### src/rtl/icache_axi_bridge_if.sv
// icache_axi_bridge_if: AXI4 read-address (AR) and read-data (R) channels between the icache bridge and the interconnect
//   arid/araddr/arlen/arsize/arburst/arvalid : AR payload and valid, driven by the master
//   arready                                  : AR ready, driven by the slave
//   rid/rdata/rresp/rlast/rvalid             : R payload and valid, driven by the slave
//   rready                                   : R ready, driven by the master
interface icache_axi_bridge_if;
   logic [3:0]  arid;
   logic [31:0] araddr;
   logic [7:0]  arlen;
   logic [2:0]  arsize;
   logic [1:0]  arburst;
   logic        arvalid;
   logic        arready;
   logic [3:0]  rid;
   logic [31:0] rdata;
   logic [1:0]  rresp;
   logic        rlast;
   logic        rvalid;
   logic        rready;
   modport master (
      output arid, araddr, arlen, arsize, arburst, arvalid, rready,
      input  arready, rid, rdata, rresp, rlast, rvalid
   );
   modport slave (
      input  arid, araddr, arlen, arsize, arburst, arvalid, rready,
      output arready, rid, rdata, rresp, rlast, rvalid
   );
endinterface

### src/rtl/icache_axi_bridge.sv
// icache_axi_bridge: read-only AXI4 master serving icache line refills (8-beat burst) and uncached single-word fetches
//   clk, reset_n                      : clock, asynchronous active-low reset
//   rd_req, rd_addr                   : cached line request (level) and line address
//   ret_valid, ret_data               : one-cycle line return pulse and assembled 256-bit line
//   iucache_ren_i, iucache_addr_i     : uncached fetch request (level) and word address
//   iucache_rvalid_o, iucache_rdata_o : one-cycle uncached return pulse and word
//   flush                             : discard the response of the transaction in flight
//   axi                               : AXI4 AR/R channels, master side
module icache_axi_bridge #(
   parameter logic [3:0] AXI_ID = 4'h0
) (
   input  logic                clk,
   input  logic                reset_n,
   input  logic                rd_req,
   input  logic [31:0]         rd_addr,
   input  logic                flush,
   output logic                ret_valid,
   output logic [255:0]        ret_data,
   input  logic                iucache_ren_i,
   input  logic [31:0]         iucache_addr_i,
   output logic                iucache_rvalid_o,
   output logic [31:0]         iucache_rdata_o,
   icache_axi_bridge_if.master axi
);
   typedef enum logic [1:0] {IDLE, AR, R, RESP} state_t;
   state_t       r_state, w_next;
   logic         r_cached, r_drop;
   logic [2:0]   r_beat_cnt;
   logic [31:0]  r_araddr;
   logic [7:0]   r_arlen;
   logic [255:0] r_line;
   logic [31:0]  r_udata;
   logic         w_accept, w_beat, w_resp_ok, w_unused;
   assign w_accept  = (r_state == IDLE) && !flush && (rd_req || iucache_ren_i);
   assign w_beat    = (r_state == R) && axi.rvalid;
   // a flush landing on the RESP cycle itself must still kill the pulse, hence the live term
   assign w_resp_ok = (r_state == RESP) && !r_drop && !flush;
   assign w_unused  = ^{axi.rid, axi.rresp, rd_addr[4:0]};
   assign axi.arid        = AXI_ID;
   assign axi.arsize      = 3'b010;
   assign axi.arburst     = 2'b01;
   assign axi.araddr      = r_araddr;
   assign axi.arlen       = r_arlen;
   assign ret_data        = r_line;
   assign iucache_rdata_o = r_udata;
   always_ff @(posedge clk or negedge reset_n)
      if (!reset_n) r_state <= IDLE;
      else          r_state <= w_next;
   // RESP always returns to IDLE so a still-held rd_req is never sampled twice
   always_comb begin
      w_next           = r_state;
      axi.arvalid      = (r_state == AR);
      axi.rready       = (r_state == R);
      ret_valid        = w_resp_ok && r_cached;
      iucache_rvalid_o = w_resp_ok && !r_cached;
      case (r_state)
         IDLE:    w_next = w_accept ? AR : IDLE;
         AR:      w_next = axi.arready ? R : AR;
         R:       w_next = (axi.rvalid && axi.rlast) ? RESP : R;
         default: w_next = IDLE;
      endcase
   end
   always_ff @(posedge clk or negedge reset_n)
      if (!reset_n) begin
         r_cached   <= 1'b0;
         r_drop     <= 1'b0;
         r_beat_cnt <= 3'd0;
         r_araddr   <= 32'd0;
         r_arlen    <= 8'd0;
         r_line     <= 256'd0;
         r_udata    <= 32'd0;
      end else begin
         if (w_accept) begin
            r_cached   <= rd_req;
            r_araddr   <= rd_req ? {rd_addr[31:5], 5'b0} : iucache_addr_i;
            r_arlen    <= rd_req ? 8'd7 : 8'd0;
            r_drop     <= 1'b0;
            r_beat_cnt <= 3'd0;
         end
         if ((r_state == AR || r_state == R) && flush) r_drop <= 1'b1;
         // the slot index saturates, so stray beats before rlast keep landing in slot 7
         if (w_beat && r_cached) begin
            r_line[{r_beat_cnt, 5'b0} +: 32] <= axi.rdata;
            r_beat_cnt <= (r_beat_cnt == 3'd7) ? 3'd7 : r_beat_cnt + 3'd1;
         end
         if (w_beat && !r_cached) r_udata <= axi.rdata;
      end
endmodule

### src/flat_wrapper.sv
// flat-port wrapper written by rule: the top's interface ports become plain ports
module icache_axi_bridge_flat 
#(
   parameter logic [3:0] AXI_ID = 4'h0
)
  (clk, reset_n, rd_req, rd_addr, flush, ret_valid, ret_data, iucache_ren_i, iucache_addr_i, iucache_rvalid_o, iucache_rdata_o, axi_arid, axi_araddr, axi_arlen, axi_arsize, axi_arburst, axi_arvalid, axi_rready, axi_arready, axi_rid, axi_rdata, axi_rresp, axi_rlast, axi_rvalid);
  icache_axi_bridge_if axi_i ();
  input  logic clk;
  input  logic reset_n;
  input  logic rd_req;
  input  logic [31:0] rd_addr;
  input  logic flush;
  output logic ret_valid;
  output logic [255:0] ret_data;
  input  logic iucache_ren_i;
  input  logic [31:0] iucache_addr_i;
  output logic iucache_rvalid_o;
  output logic [31:0] iucache_rdata_o;
  output wire logic [$bits(axi_i.arid)-1:0] axi_arid;
  output wire logic [$bits(axi_i.araddr)-1:0] axi_araddr;
  output wire logic [$bits(axi_i.arlen)-1:0] axi_arlen;
  output wire logic [$bits(axi_i.arsize)-1:0] axi_arsize;
  output wire logic [$bits(axi_i.arburst)-1:0] axi_arburst;
  output wire logic [$bits(axi_i.arvalid)-1:0] axi_arvalid;
  output wire logic [$bits(axi_i.rready)-1:0] axi_rready;
  input wire logic [$bits(axi_i.arready)-1:0] axi_arready;
  input wire logic [$bits(axi_i.rid)-1:0] axi_rid;
  input wire logic [$bits(axi_i.rdata)-1:0] axi_rdata;
  input wire logic [$bits(axi_i.rresp)-1:0] axi_rresp;
  input wire logic [$bits(axi_i.rlast)-1:0] axi_rlast;
  input wire logic [$bits(axi_i.rvalid)-1:0] axi_rvalid;
  assign axi_arid = axi_i.arid;
  assign axi_araddr = axi_i.araddr;
  assign axi_arlen = axi_i.arlen;
  assign axi_arsize = axi_i.arsize;
  assign axi_arburst = axi_i.arburst;
  assign axi_arvalid = axi_i.arvalid;
  assign axi_rready = axi_i.rready;
  assign axi_i.arready = axi_arready;
  assign axi_i.rid = axi_rid;
  assign axi_i.rdata = axi_rdata;
  assign axi_i.rresp = axi_rresp;
  assign axi_i.rlast = axi_rlast;
  assign axi_i.rvalid = axi_rvalid;
  icache_axi_bridge #(.AXI_ID(AXI_ID)) u_core (.clk(clk), .reset_n(reset_n), .rd_req(rd_req), .rd_addr(rd_addr), .flush(flush), .ret_valid(ret_valid), .ret_data(ret_data), .iucache_ren_i(iucache_ren_i), .iucache_addr_i(iucache_addr_i), .iucache_rvalid_o(iucache_rvalid_o), .iucache_rdata_o(iucache_rdata_o), .axi(axi_i));
endmodule
### config.mk
export PLATFORM = sky130hd
export DESIGN_NAME = icache_axi_bridge_flat
export DESIGN_NICKNAME = d
export VERILOG_FILES = /design/src/rtl/icache_axi_bridge_if.sv /design/src/rtl/icache_axi_bridge.sv /design/src/flat_wrapper.sv
export SDC_FILE = /design/constraint.sdc
export NUM_CORES = 1
export LEC_CHECK = 0
export ABC_AREA = 1
export BUFFER_PORTS_ARGS = -buffer_cell sky130_fd_sc_hd__buf_4
export CORE_MARGIN = 2
export CORE_UTILIZATION = 29
export CTS_CLUSTER_SIZE = 10
export DETAILED_ROUTE_END_ITERATION = 12
export PLACE_DENSITY_LB_ADDON = 0.3
export RECOVER_POWER = 50
export REMOVE_ABC_BUFFERS = 1
export SLEW_MARGIN = 15
export SYNTH_ARGS = -nofsm -noshare
export SYNTH_HDL_FRONTEND = slang
export SYNTH_SLANG_ARGS = --single-unit
### constraint.sdc
create_clock -name clk -period 2.7 [get_ports clk]
set_input_delay 0.54 -clock clk [delete_from_list [all_inputs] [get_ports clk]]
set_output_delay 0.54 -clock clk [all_outputs]
set_load 0.01 [all_outputs]
==> results by group, run 1 <==
Clocking
  • Clock Root Buffer: clkbuf_16
  • CTS clock-pin slew for the worst setup and hold paths: 50 ps
  • CTS tree: built
  • Maximum root-to-sink buffer count: 3
  • Post-CTS sizing: 0
  • Clk_lat worst skew: 550 ps
  • Num CTS Buffers: 41
  • Hold bufs inserted after CTS: 1
  • Clk sink count: 327
  • Max H-tree Level: 2
  • Postcts setup bufs: 0

Pwr
  • PD cells: 965 mW/mm2
  • Total power: 17600 uW
  • Peak VDD IR: 607 uV
  • Leak Pwr: 0.00931 uW

Timing
  • Slew headroom: 13.2%
  • Hold Slack: 180 ps
  • Final Hold Fails: 0
  • Final period util: 88.4%
  • Total Neg Setup Slack: 0 ps
  • Setup Skew: 17.5 ps
  • Final min period: 2390 ps
  • Peak Freq: 0.419 GHz
  • RSZ-0062 raised after global routing: false
  • Slew @ Worst Pin: 1300 ps
  • Final setup vio count: 0
  • Slew Limit Fails: 0

Logic synthesis
  • Count of cell types in the netlist: 27
  • Top cells by area, synth: dfrtp_1, nand2_1, nand4_1, o21ai_1, o21ai_0
  • Syn. warnings: 0
  • Post-synthesis sequential area ratio: 59.1%
  • Ys flop type: dfrtp_1
  • Async set-or-reset flop fraction in the synthesized netlist: 100%
  • Post-synthesis cell count: 1603
  • Seq cells post-synth: 327
  • Syn avg cell area: 8.64 um2
  • EDFF count, synth: 0
  • Leading area contributor after synthesis: dfrtp_1
  • Cell Area, Synth: 0.0139 mm2
  • Yosys top cell area share: 59.1%

Global route
  • First-pass GRT wire length: 75.6 mm
  • Grt met2 use: 31.6%
  • GRT Util Overall: 19.9%
  • Met1 Use GR: 27.1%
  • Vias in the first global route: 11999
  • Met3 Use GR: 4.97%
  • Initial antenna violation count: 0
  • Top Usage Layer GRT: met2
  • Grt ovf: 0
  • Pin count of the biggest net entering global routing: 70

Cells and area
  • Finished Core Util: 38.5%
  • Layout cells sized above 1: 19.5%
  • Net count reported at finish: 2110
  • Synthesis-to-finish area growth: 31.9%
  • Antenna cells: 0
  • Layout Cells excl Fill: 2621

Placed design
  • Port bufs: 425
  • DP HPWL: 33.7 mm
  • Placed Instances: 2562
  • GPL Wtd Cong: 0.811

Hold path
  • Worst Hold Class: primary input to flip-flop
  • Hold Startpoint: iucache_addr_i[0]

Floorplanning
  • DIE AREA: 0.0495 mm2
  • Row cnt: 80
  • Die Wd: 223 um
  • Chip height: 223 um
  • Starting Density: 29.2%
  • Core Box Area: 0.0474 mm2
  • Ports: 451

Critical path
  • Critical Path RT: 2160 ps
  • Worst r2r src: u_core.r_beat_cnt[0]
  • Critical Path Source: u_core.r_state[0]
  • Worst EP arrival: 1850 ps
  • Slowest stage cell on the critical path: or3b_2
  • Critical path's largest stage delay: 450 ps
  • Cell Chain, Critical Path: ha_1 > or3b_2 > nor2_1 > buf_4
  • WS Path Type: flip-flop to primary output
  • Max Fanout on Critical Path: 5
  • Kind of capture point of the worst setup path: primary output
  • Crit start category: flip-flop

Drt
  • Drt wl/cell: 19.1 um
  • First DRT Iteration DRCs: 1018
  • # DRC: 0
  • Drt pass-1 iters: 5
  • Total wire length after detailed routing: 50.0 mm
  • Vias: 12353
  • ANT nets after route: 0
  • Vias per cell: 4.71

Run
  • Max-cap violation count: 0

Outcome
  • Status: complete, no violations
==> area by class of cell <==
| type | count | area [um2] |
|---|---|---|
| fill | 4943 | 29200 |
| sequential | 327 | 8190 |
| multi-input combinational | 1071 | 4810 |
| timing repair buffer | 476 | 3010 |
| clock buffer | 51 | 1150 |
| tap | 615 | 769 |
| inverter | 74 | 280 |
| clock inverter | 7 | 66.3 |
==> worst max-delay path: cells and delay by family, from the launching register on <==
kind,cells,cell delay [ps]
fa+ha+maj,1,180
buf+inv,1,140
flops,1,410
simple gates,2,570
==> cell usage after synthesis (2+ instances only) <==
cell,count
nand2_1,626
dfrtp_1,327
o21ai_1,98
o21ai_0,97
nand3_1,85
nand4_1,82
inv_1,69
clkbuf_1,54
buf_2,41
nor2_1,39
buf_4,22
clkbuf_2,19
ha_1,9
buf_1,7
nand2_2,6
nor2_2,5
inv_2,3
nor2_4,3
a21oi_1,2
conb_1,2
==> layout by cell type, fill, tap and decap left out, types with 2 or more instances in the layout <==
cell type / Yosys / routed
nor2_4: 3 / 6
clkbuf_16: 0 / 43
nand3_4: 1 / 2
conb_1: 2 / 14
o21ai_0: 97 / 97
nand3_2: 1 / 3
o21ai_1: 98 / 98
ha_1: 9 / 7
clkbuf_1: 54 / 172
nand2_4: 0 / 3
dfrtp_1: 327 / 326
clkbuf_8: 0 / 4
nor2_2: 5 / 2
nor2_1: 39 / 39
clkinv_2: 0 / 4
buf_12: 0 / 5
clkbuf_2: 19 / 2
nand4_1: 82 / 82
nand2_2: 6 / 4
inv_2: 3 / 4
nand3_1: 85 / 82
inv_1: 69 / 69
nand2_1: 626 / 625
buf_4: 22 / 298
a21oi_1: 2 / 2
==> power by group <==
group / internal [uW] / switching (uW)
clock network: 3050 / 2090
logic: 1920 / 4030
registers: 5930 / 616
total: 10900 / 6730
==> cell families (layout without fill, tap and decap cells) <==
family	after synthesis	in the layout	synth area share, %
and+or+nand+nor	850	850	25.9
DFF	327	327	59.1
buffers and inverters	217	608	7.03
AOI/OAI and AO/OA	198	198	7.18
adders and majority gates	9	9	0.813
other	2	14	0.0542
==> per-stage QoR <==
stage / setup slack [ps] / cell area (um2)
final: 312 / 18300
after CTS: 255 / 18900
after global placement: 397 / 17700
after floorplan: -2380 / 13200
after global routing: 121 / 18300
after detailed placement: 383 / 17700
==> worst paths after layout <==
kind	end	slack (ps)	cells after the start
worst max-delay path	iucache_rvalid_o	310	4
worst min-delay path	u_core.axi.araddr[0]	180	3
worst max register to register	u_core.ret_data[66]	360	8
worst min register to register	u_core.ret_data[0]	470	2
max in group asynchronous	u_core.iucache_rdata_o[14]	490	3
min in group asynchronous	u_core.axi.araddr[5]	550	2
==> layer usage <==
metal / part of all wire [%] / wire length, um / up-vias
met2: 46 / 23200 / 423
met5: 0 / 0 / -
met4: 2.3 / 1130 / 0
li1: - / - / 5886
met1: 45 / 22300 / 5980
met3: 6.8 / 3420 / 64
==> flip-flops by register name (all words and copies together), names as in the netlist <==
register and cells:
u_core.r_drop 1, u_core.ret_data 256, u_core.iucache_rdata_o 32, u_core.axi.arlen 1
u_core.r_state 2, u_core.axi.araddr 32, u_core.r_beat_cnt 3
Note: power is estimated with default switching activity, not from simulation.
==> run 2, diff against run 1 <==
- CELL_PAD_IN_SITES_DETAIL_PLACEMENT: unset -> 1
- CELL_PAD_IN_SITES_GLOBAL_PLACEMENT: unset -> 2
==> run 2 against run 1 <==
The run now ends with max-capacitance violations, max-slew violations left. Worst hold slack better by 2.2 ps. Global-route usage is 1.5 points higher. Via count increased by 0.53%. Critical endpoint is now ret_valid. Maximum frequency is 4.1% lower. Utilization about the same. Largest cell class unchanged. Sequential cell count did not move. Routed wire length grew 6.7%. Setup slack got worse by 100 ps. Non-clock buffer count fell by 7.
==> results by group, run 2 (synthesis results as in run 1) <==
Clocking
  • CTS tree: built
  • Max H-tree Level: 2 (unchanged)
  • Clk sink count: 327 (unchanged)
  • Num CTS Buffers: 41 (unchanged)
  • Clock Root Buffer: clkbuf_16
  • Post-CTS sizing: 0 (unchanged)
  • CTS clock-pin slew for the worst setup and hold paths: 50 ps (about the same)
  • Maximum root-to-sink buffer count: 3 (unchanged)
  • Clk_lat worst skew: 560 ps (about the same)

Critical path
  • Crit start category: flip-flop
  • Kind of capture point of the worst setup path: primary output
  • Slowest stage cell on the critical path: or3b_2
  • Cell Chain, Critical Path: ha_1 > or3b_2 > nor2_1 > buf_4
  • Critical path's largest stage delay: 470 ps (+20 ps)
  • CP delay by family, top: simple AND/OR/NAND/NOR gates
  • WS Path Type: flip-flop to primary output
  • CP bufs+invs: 1 (unchanged)
  • Worst EP arrival: 1950 ps (+100 ps)
  • Critical Path RT: 2160 ps (about the same)
  • Max Fanout on Critical Path: 5 (unchanged)

Floorplanning
  • Die Wd: 223 um (unchanged)
  • Starting Density: 29.2% (unchanged)
  • DIE AREA: 0.0495 mm2 (unchanged)
  • Core Box Area: 0.0474 mm2 (unchanged)
  • Chip height: 223 um (unchanged)
  • Ports: 451 (unchanged)
  • Row cnt: 80 (unchanged)

Placed design
  • Post-place setup slack: 258 ps (-125 ps)
  • DP HPWL: 36.2 mm (+7.5%)
  • GPL Wtd Cong: 0.768 (-5.3%)
  • Port bufs: 425 (unchanged)
  • Post-DP Area: 0.0177 mm2 (about the same)

Cells and area
  • Finished Core Util: 38.5% (about the same)
  • Fill cells: 5674 (+15%)
  • Area taken by multi-input logic gates: 0.00482 mm2 (about the same)
  • Most common cell after layout, fill and taps aside: nand2_1
  • Net count reported at finish: 2103 (-0.33%)
  • Largest register FFs: 256 (unchanged)
  • Design area: 0.0183 mm2 (about the same)
  • Synthesis-to-finish area growth: 32.0% (about the same)
  • Most frequent cells in the layout: nand2_1, dfrtp_1, buf_4
  • Register area: 0.00819 mm2 (unchanged)
  • Layout cells sized above 1: 19.4% (-0.13 points)
  • Antenna cells: 0 (unchanged)

Pwr
  • Peak VDD IR: 466 uV (-23%)
  • Leak Pwr: 0.00932 uW (about the same)
  • Total power: 17800 uW (+0.73%)
  • PD cells: 971 mW/mm2 (+0.63%)

Global route
  • GRT Util Overall: 21.4% (+1.5 points)
  • Grt met2 use: 34.8% (+3.2 points)
  • Initial antenna violation count: 0 (unchanged)
  • Grt ovf: 0 (unchanged)
  • Pin count of the biggest net entering global routing: 72 (+2.9%)
  • Met1 Use GR: 28.5% (+1.4 points)
  • First-pass GRT wire length: 81.5 mm (+7.8%)
  • Met3 Use GR: 5.09% (+0.12 points)
  • Vias in the first global route: 12750 (+6.3%)
  • Top Usage Layer GRT: met2

Run
  • Max-cap violation count: 1 (+1)

Drt
  • Drt pass-1 iters: 6 (+1)
  • # DRC: 0 (unchanged)
  • Vias per cell: 4.74 (+0.60%)
  • ANT nets after route: 0 (unchanged)
  • Drt wl/cell: 20.4 um (+6.8%)
  • Total wire length after detailed routing: 53.3 mm (+6.7%)
  • First DRT Iteration DRCs: 599 (-41%)
  • Vias: 12418 (+0.53%)

Timing
  • Setup Skew: 19.2 ps (+1.65 ps)
  • Slew headroom: -4.54% (-18 points)
  • Final WS setup: 209 ps (-103 ps)
  • Total Neg Setup Slack: 0 ps (unchanged)
  • Slew Limit Fails: 53 (+53)
  • Final Hold Fails: 0 (unchanged)
  • Final min period: 2490 ps (+103 ps)
  • Final setup vio count: 0 (unchanged)
  • RSZ-0062 raised after global routing: false
  • Peak Freq: 0.401 GHz (-4.1%)
  • Slew @ Worst Pin: 1570 ps (+266 ps)
  • Final period util: 92.2% (+3.8 points)

Outcome
  • Status: finished with violations
  • Violated checks: max-capacitance violations, max-slew violations

Hold path
  • Worst Hold Class: primary input to flip-flop
run 2: cell count changes in the layout (fill, tap and decap cells not counted), sizes merged:
cell / before / now
buf: 304 / 303
clkbuf: 222 / 223
clkinv: 4 / 2
run 2: report_power, final:
part	switching, uW	internal [uW]	total (uW)
Sequential	610	5930	6540
Clock	2110	3060	5170
Combinational	4120	1920	6040
Total	6840	10900	17800
run 2: area by class of cell:
cell class,instances,share of cell area [%]
clock buffers,58,6.36
clock inverters,5,0.308
inverters,74,1.53
multi-input cells,1071,26.3
flip-flops and latches,327,44.8
well taps,615,4.21
repair buffers,469,16.5
run 2: path summary, 6_finish.rpt:
kind,from,to,slack (ps),cells past startpoint
worst max-delay path,u_core.r_state[0],ret_valid,210,4
worst min-delay path,iucache_addr_i[2],u_core.axi.araddr[2],180,3
worst max register to register,u_core.r_beat_cnt[1],u_core.ret_data[71],290,8
worst min register to register,u_core.ret_data[198],u_core.ret_data[198],470,2
max in group asynchronous,reset_n,u_core.ret_data[166],350,3
min in group asynchronous,reset_n,u_core.iucache_rdata_o[23],910,2
run 2: layer usage:
layer / up-vias / share of wire (%)
li1: 5863 / -
met1: 6130 / 44
met2: 347 / 47
met3: 78 / 6.3
met4: 0 / 2.7
met5: - / 0
run 2: timing repair:
| item | 4_1_cts | 5_1_grt |
|---|---|---|
| buffers inserted | 0 | 0 |
| endpoints found under the hold margin | 47 | 0 |
| hold buffers | 1 | 0 |
run 2: metrics by stage:
stage          std cells  hold slack [ps]
2_1_floorplan       1472              244
3_3_place_gp        2555              457
3_5_place_dp        2555              460
4_1_cts             2619              151
5_1_grt             2619              173
6_report            2619              182
run 2: worst min-delay path, delay by kind of cell:
family                 cells  cell delay [ps]
buffers and inverters      1               70
AND/OR/NAND/NOR            2               80
